### src/rtl/path_mux_n_if.sv
// Producer/consumer bundle for path_mux_n.
// The slave modport is the mux; the master side drives the producers and the consumer grant.
interface path_mux_n_if #(
  parameter int DWIDTH = 8,
  parameter int NCH    = 4,
  parameter int FDEPTH = 5,
  parameter int CW     = $clog2(NCH),
  parameter int FW     = $clog2(FDEPTH + 1)
);
  logic [NCH*DWIDTH-1:0] data_i;
  logic [NCH-1:0]        valid_i;
  logic [NCH-1:0]        stop_o;
  logic                  req_o;
  logic                  gnt_i;
  logic [DWIDTH-1:0]     data_o;
  logic [CW-1:0]         ch_o;
  logic                  valid_o;
  logic [FW-1:0]         fill_o;

  modport slave (
    input  data_i, valid_i, gnt_i,
    output stop_o, req_o, data_o, ch_o, valid_o, fill_o
  );

  modport master (
    output data_i, valid_i, gnt_i,
    input  stop_o, req_o, data_o, ch_o, valid_o, fill_o
  );
endinterface

### src/rtl/path_mux_n.sv
// N-channel round-robin burst mux with an FDEPTH-entry FIFO and a bypass path.
// Output words carry their source channel; idle channels can be skipped at burst boundaries.
module path_mux_n #(
  parameter int DWIDTH    = 8,
  parameter int FDEPTH    = 5,
  parameter int NCH       = 4,
  parameter int BURST     = 10,
  parameter int SKIP_IDLE = 1
) (
  input  logic        clk,
  input  logic        rst_n,
  path_mux_n_if.slave bus
);
  localparam int CW = $clog2(NCH);
  localparam int FW = $clog2(FDEPTH + 1);
  localparam int PW = $clog2(FDEPTH);
  localparam int BW = (BURST > 1) ? $clog2(BURST) : 1;

  logic [CW+DWIDTH-1:0] mem_q [FDEPTH];
  logic [PW-1:0]        rd_q, rd_d;
  logic [PW-1:0]        wr_q, wr_d;
  logic [FW-1:0]        fill_q, fill_d;
  logic [CW-1:0]        cur_q, cur_d;
  logic [BW-1:0]        cnt_q, cnt_d;
  logic [DWIDTH-1:0]    data_q, data_d;
  logic [CW-1:0]        ch_q, ch_d;
  logic                 vld_q, vld_d;

  logic [DWIDTH-1:0] cur_word;
  logic [NCH-1:0]    stop;
  logic [CW-1:0]     cur_inc;
  logic cur_vld, oth_vld;
  logic empty, full, rd_en, stall;
  logic accept, bypass, wr_en;

  always_comb begin
    cur_word = '0;
    cur_vld  = 1'b0;
    oth_vld  = 1'b0;
    for (int k = 0; k < NCH; k++) begin
      if (CW'(k) == cur_q) begin
        cur_word = bus.data_i[k*DWIDTH +: DWIDTH];
        cur_vld  = bus.valid_i[k];
      end else begin
        oth_vld  = oth_vld | bus.valid_i[k];
      end
    end
  end

  assign empty   = (fill_q == '0);
  assign full    = (fill_q == FW'(FDEPTH));
  assign rd_en   = !empty && bus.gnt_i;
  assign stall   = full && !rd_en;
  assign accept  = cur_vld && !stall;
  assign bypass  = empty && bus.gnt_i && accept;
  assign wr_en   = accept && !bypass;
  assign cur_inc = (cur_q == CW'(NCH-1)) ? '0 : cur_q + 1'b1;

  always_comb begin
    stop = '0;
    for (int k = 0; k < NCH; k++) begin
      stop[k] = stall || (CW'(k) != cur_q);
    end
  end

  assign bus.stop_o  = stop;
  assign bus.req_o   = !empty || accept;
  assign bus.data_o  = data_q;
  assign bus.ch_o    = ch_q;
  assign bus.valid_o = vld_q;
  assign bus.fill_o  = fill_q;

  always_comb begin
    rd_d   = rd_q;
    wr_d   = wr_q;
    fill_d = fill_q + FW'(wr_en) - FW'(rd_en);
    if (rd_en) rd_d = (rd_q == PW'(FDEPTH-1)) ? '0 : rd_q + 1'b1;
    if (wr_en) wr_d = (wr_q == PW'(FDEPTH-1)) ? '0 : wr_q + 1'b1;
  end

  // Skipping only happens at a burst boundary and never while stalled.
  always_comb begin
    cur_d = cur_q;
    cnt_d = cnt_q;
    if (accept) begin
      if (cnt_q == BW'(BURST-1)) begin
        cnt_d = '0;
        cur_d = cur_inc;
      end else begin
        cnt_d = cnt_q + 1'b1;
      end
    end else if ((SKIP_IDLE != 0) && (cnt_q == '0) &&
                 !cur_vld && oth_vld && !stall) begin
      cur_d = cur_inc;
    end
  end

  always_comb begin
    data_d = data_q;
    ch_d   = ch_q;
    vld_d  = 1'b0;
    if (bypass) begin
      data_d = cur_word;
      ch_d   = cur_q;
      vld_d  = 1'b1;
    end else if (rd_en) begin
      {ch_d, data_d} = mem_q[rd_q];
      vld_d          = 1'b1;
    end
  end

  always_ff @(posedge clk) begin
    if (wr_en) mem_q[wr_q] <= {cur_q, cur_word};
  end

  always_ff @(posedge clk) begin
    if (!rst_n) begin
      rd_q   <= '0;
      wr_q   <= '0;
      fill_q <= '0;
      cur_q  <= '0;
      cnt_q  <= '0;
      data_q <= '0;
      ch_q   <= '0;
      vld_q  <= 1'b0;
    end else begin
      rd_q   <= rd_d;
      wr_q   <= wr_d;
      fill_q <= fill_d;
      cur_q  <= cur_d;
      cnt_q  <= cnt_d;
      data_q <= data_d;
      ch_q   <= ch_d;
      vld_q  <= vld_d;
    end
  end
endmodule

### src/flat_wrapper.sv
// flat-port wrapper written by rule: the top's interface ports become plain ports
module path_mux_n_flat 
#(
  parameter int DWIDTH    = 8,
  parameter int FDEPTH    = 5,
  parameter int NCH       = 4,
  parameter int BURST     = 10,
  parameter int SKIP_IDLE = 1
)
  (clk, rst_n, bus_data_i, bus_valid_i, bus_gnt_i, bus_stop_o, bus_req_o, bus_data_o, bus_ch_o, bus_valid_o, bus_fill_o);
  path_mux_n_if #(.DWIDTH(DWIDTH), .NCH(NCH), .FDEPTH(FDEPTH)) bus_i ();
  input  logic clk;
  input  logic rst_n;
  input wire logic [$bits(bus_i.data_i)-1:0] bus_data_i;
  input wire logic [$bits(bus_i.valid_i)-1:0] bus_valid_i;
  input wire logic [$bits(bus_i.gnt_i)-1:0] bus_gnt_i;
  output wire logic [$bits(bus_i.stop_o)-1:0] bus_stop_o;
  output wire logic [$bits(bus_i.req_o)-1:0] bus_req_o;
  output wire logic [$bits(bus_i.data_o)-1:0] bus_data_o;
  output wire logic [$bits(bus_i.ch_o)-1:0] bus_ch_o;
  output wire logic [$bits(bus_i.valid_o)-1:0] bus_valid_o;
  output wire logic [$bits(bus_i.fill_o)-1:0] bus_fill_o;
  assign bus_i.data_i = bus_data_i;
  assign bus_i.valid_i = bus_valid_i;
  assign bus_i.gnt_i = bus_gnt_i;
  assign bus_stop_o = bus_i.stop_o;
  assign bus_req_o = bus_i.req_o;
  assign bus_data_o = bus_i.data_o;
  assign bus_ch_o = bus_i.ch_o;
  assign bus_valid_o = bus_i.valid_o;
  assign bus_fill_o = bus_i.fill_o;
  path_mux_n #(.DWIDTH(DWIDTH), .FDEPTH(FDEPTH), .NCH(NCH), .BURST(BURST), .SKIP_IDLE(SKIP_IDLE)) u_core (.clk(clk), .rst_n(rst_n), .bus(bus_i));
endmodule
### config.mk
export PLATFORM = sky130hd
export DESIGN_NAME = path_mux_n_flat
export DESIGN_NICKNAME = d
export VERILOG_FILES = /design/src/rtl/path_mux_n_if.sv /design/src/rtl/path_mux_n.sv /design/src/flat_wrapper.sv
export SDC_FILE = /design/constraint.sdc
export NUM_CORES = 1
export LEC_CHECK = 0
export CAP_MARGIN = 40
export CORE_MARGIN = 3
export CORE_UTILIZATION = 39
export DETAILED_ROUTE_END_ITERATION = 6
export PLACE_DENSITY = 0.73
export SYNTH_ARGS = -nofsm -noshare
export SYNTH_HDL_FRONTEND = slang
export SYNTH_SLANG_ARGS = --single-unit
### constraint.sdc
create_clock -name clk -period 3.5 [get_ports clk]
set_input_delay 0.35 -clock clk [delete_from_list [all_inputs] [get_ports clk]]
set_output_delay 0.35 -clock clk [all_outputs]
set_load 0.02 [all_outputs]
==> results.py <==
metrics = {
    "outcome": {
        "status": "finished clean",
    },
    "pwr": {
        "power_switching_w": 0.00135,
        "p_leak_nw": 1.67,
        "sequentialPowerShare_pct": 38.0,
        "comb_power_share_pct": 43.0,
        "power.density_nw_per_um2": 827,
        "peakVddDrop_mv": 0.478,
        "power_frac_clock_pct": 19.0,
        "switching_share_pct": 35.2,
        "intPower_w": 0.00249,
    },
    "detailed_routing": {
        "firstDrtPassIters": 4,
        "routed_wirelength_mm": 7.48,
        "via_count": 2537,
        "routedWlPerCell_um": 15.1,
        "routed_via_density": 5.13,
        "ant_nets": 0,
        "route.detailed.drc": 0,
        "first_iter_violations": 164,
    },
    "floorplan": {
        "core_area_um2": 8980,
        "rows": 34,
        "dieArea_um2": 10700,
        "die_y_um": 103,
        "start_util_pct": 41.2,
        "ios": 58,
        "die_w_um": 103,
    },
    "sta": {
        "fin_worst_skew_ns": 0.0133,
        "fin_tns_setup_ns": 0,
        "max_slew_margin_pct": 46.8,
        "holdWs_ns": 0.470,
        "hold_violations": 0,
        "fin_crit_sh_pct": 90.8,
        "tightest_slew_ns": 0.796,
        "period_needed_ns": 3.18,
        "setup_viol": 0,
        "fmaxAchievable_mhz": 315,
        "rsz0062_at_grt": "false",
        "slew_viol_final": 0,
    },
    "yosys": {
        "netlist_instances": 303,
        "yosys_register_bits": 79,
        "synth_edf_count": 50,
        "synth_warnings": 0,
        "synthesis.nets": 353,
        "synth.area.top_cells": "edfxtp_1 (41%), dfxtp_1 (16%), mux2i_1 (7.6%), ha_1 (3.4%), inv_1 (2.5%)",
        "postSynth.asyncResetShare_pct": 0,
        "syn_area_per_cell_um2": 12.2,
        "synth_top_area_share_pct": 40.6,
        "ys_top_cells_by_count": "edfxtp_1 (50), dfxtp_1 (29), mux2i_1 (28), inv_1 (25), nand2_1 (20)",
        "ys_types": 47,
        "ys.flop_type": "edfxtp_1",
        "synth_area_leader_cell": "edfxtp_1",
        "syn_area_um2": 3700,
        "synth.most_common_cell": "edfxtp_1",
        "ys_seq_area_share_pct": 56.3,
    },
    "setup_path": {
        "r2r_slack_ns": 0.50,
        "startpoint_type": "flip-flop",
        "cp_top_family": "adder cells",
        "required_ns": 3.15,
        "crit_buf_inv": 1,
        "critical-path-max-stage-delay_ns": 0.63,
        "crit_path_top_delay_cell": "ha_1",
        "cp-end-kind": "output port",
        "crit_type": "flip-flop to output port",
        "crit_fanout": 20,
        "cp.arrival_ns": 2.83,
        "crit_path_cell_trace": "ha_1 -> a211oi_2 -> a211oi_4 -> nand2b_4 -> clkdlybuf4s50_1",
    },
    "cts": {
        "root_buffer": "clkbuf_8",
        "cts_buffers": 9,
        "post_cts.repair.setup_buffers": 0,
        "postCtsHoldBufs": 0,
        "cts-resized-gates": 0,
        "cts_tree": "yes",
        "clockBufferDepth": 2,
        "h-tree-depth": 3,
        "clock_latency_ns": 0.34,
        "cts.sinks": 79,
        "cts.clk_slew.worst_paths_ns": 0.08,
    },
    "global_routing": {
        "grt_max_degree": 21,
        "overflow": 0,
        "grt_pass1_wl_mm": 12.4,
        "grt_pass1_vias": 2591,
        "antenna_found_initial": 0,
        "grt_usage_pct": 15.2,
    },
    "cells_and_area": {
        "final_layout_size_suffix_gt1_share_pct": 9.76,
        "synthToLayoutAreaGrowth_pct": 25.6,
        "num_antenna_cells": 0,
        "nNetsFinal": 414,
        "fillers": 761,
    },
    "placement": {
        "detailed_place_hpwl_mm": 5.28,
        "gp_congestion": 0.822,
        "portBuffers": 57,
    },
    "run": {
        "drv_cap": 0,
    },
    "hold_path": {
        "hold_path.class": "flip-flop to flip-flop",
    },
}
==> worst register-to-register path, delay by kind of cell, from the launching register on <==
family	cells	cell delay, ns
adder cells (fa/ha/maj)	3	1.15
AO/OA/AOI/OAI	2	0.56
flip-flops	1	0.47
AND/OR/NAND/NOR	2	0.31
XOR/XNOR	2	0.27
buffers and inverters	2	0.14
==> flip-flops by register name (all words and copies together), names as in the netlist, named ones only <==
signal / flops
u_core.bus.ch_o: 2
u_core.bus.data_o: 8
u_core.bus.fill_o: 3
u_core.bus.valid_o: 1
u_core.cnt_q: 4
u_core.cur_q: 2
u_core.mem_q: 50
u_core.rd_q: 3
u_core.wr_q: 3
==> layout make-up <==
type | count | area [µm²] | area share (%)
Sequential cell | 79 | 2080 | 44.8
Inverter | 25 | 93.8 | 2.02
Clock inverter | 6 | 90.1 | 1.94
Tap cell | 126 | 158 | 3.39
Clock buffer | 10 | 128 | 2.75
Timing Repair Buffer | 66 | 638 | 13.7
Multi-Input combinational cell | 183 | 1460 | 31.3
==> per-layer routing <==
layer,vias up,track usage (%),part of all wire (%)
met5,-,0,0
met4,0,8.47,2.2
met3,14,2.82,4.9
met2,85,25.5,50
met1,1195,18.4,43
li1,1243,-,-
==> logic make-up after synthesis <==
logic type      count (synthesis)  synth area share (%)
fa+ha+maj                      11                  3.93
flops                          79                  56.3
xor+xnor                        4                 0.947
buf+inv                        41                  5.18
compound gates                 73                  15.3
mux                            28                  7.58
simple gates                   67                  10.8
==> per-stage QoR <==
stage | power (W) | setup WS (ns) | utilization (%) | area, µm² | instances
2_1_floorplan | 0.00259 | 0.320 | - | 3700 | 303
3_3_place_gp | 0.00308 | 0.619 | 49.3 | 4430 | 479
3_5_place_dp | 0.00314 | 0.477 | 49.3 | 4430 | 479
4_1_cts | 0.00387 | 0.264 | 51.7 | 4640 | 495
5_1_grt | 0.00410 | 0.0794 | 51.7 | 4640 | 495
6_report | 0.00384 | 0.321 | 51.7 | 4640 | 495
==> placed cells by master, fill, tap and decap left out, types with 2 or more instances in the layout <==
cell type	Yosys	layout
mux2i_1	28	28
a32o_1	8	8
nor2b_1	9	9
a22o_1	10	10
nand3_2	2	2
or2_0	8	8
buf_4	0	9
clkbuf_8	0	9
inv_6	0	3
a21boi_0	3	3
nand3b_1	2	2
nand2_1	20	20
o22ai_1	2	2
and2_1	4	4
xnor2_1	4	4
nor2_1	6	6
inv_1	25	25
a21boi_1	2	2
bufinv_16	0	2
ha_1	10	10
a221o_1	8	8
nor4_2	0	4
a22oi_1	10	10
dfxtp_1	29	29
clkdlybuf4s50_1	0	57
a21oi_1	10	10
edfxtp_1	50	50
o21ai_0	13	13
==> worst paths after layout <==
| kind | from | end | depth (start not counted) |
|---|---|---|---|
| worst max-delay path | u_core.cur_q[1] | bus_req_o | 5 |
| worst min-delay path | u_core.bus.data_o[5] | u_core.bus.data_o[5] | 1 |
| worst min register to register | u_core.bus.data_o[5] | u_core.bus.data_o[5] | 1 |
| worst max register to register | u_core.cur_q[1] | u_core.bus.fill_o[2] | 11 |
==> power by group through the flow <==
stage | clock [W] | sequential (W) | combinational [W]
CTS | 0.000740 | 0.00146 | 0.00167
global route | 0.000785 | 0.00149 | 0.00183
floorplan | 0 | 0.00153 | 0.00105
detailed placement | 0 | 0.00148 | 0.00166
finish | 0.000730 | 0.00146 | 0.00165
global placement | 0 | 0.00147 | 0.00161
Note: power is estimated with default switching activity, not from simulation.
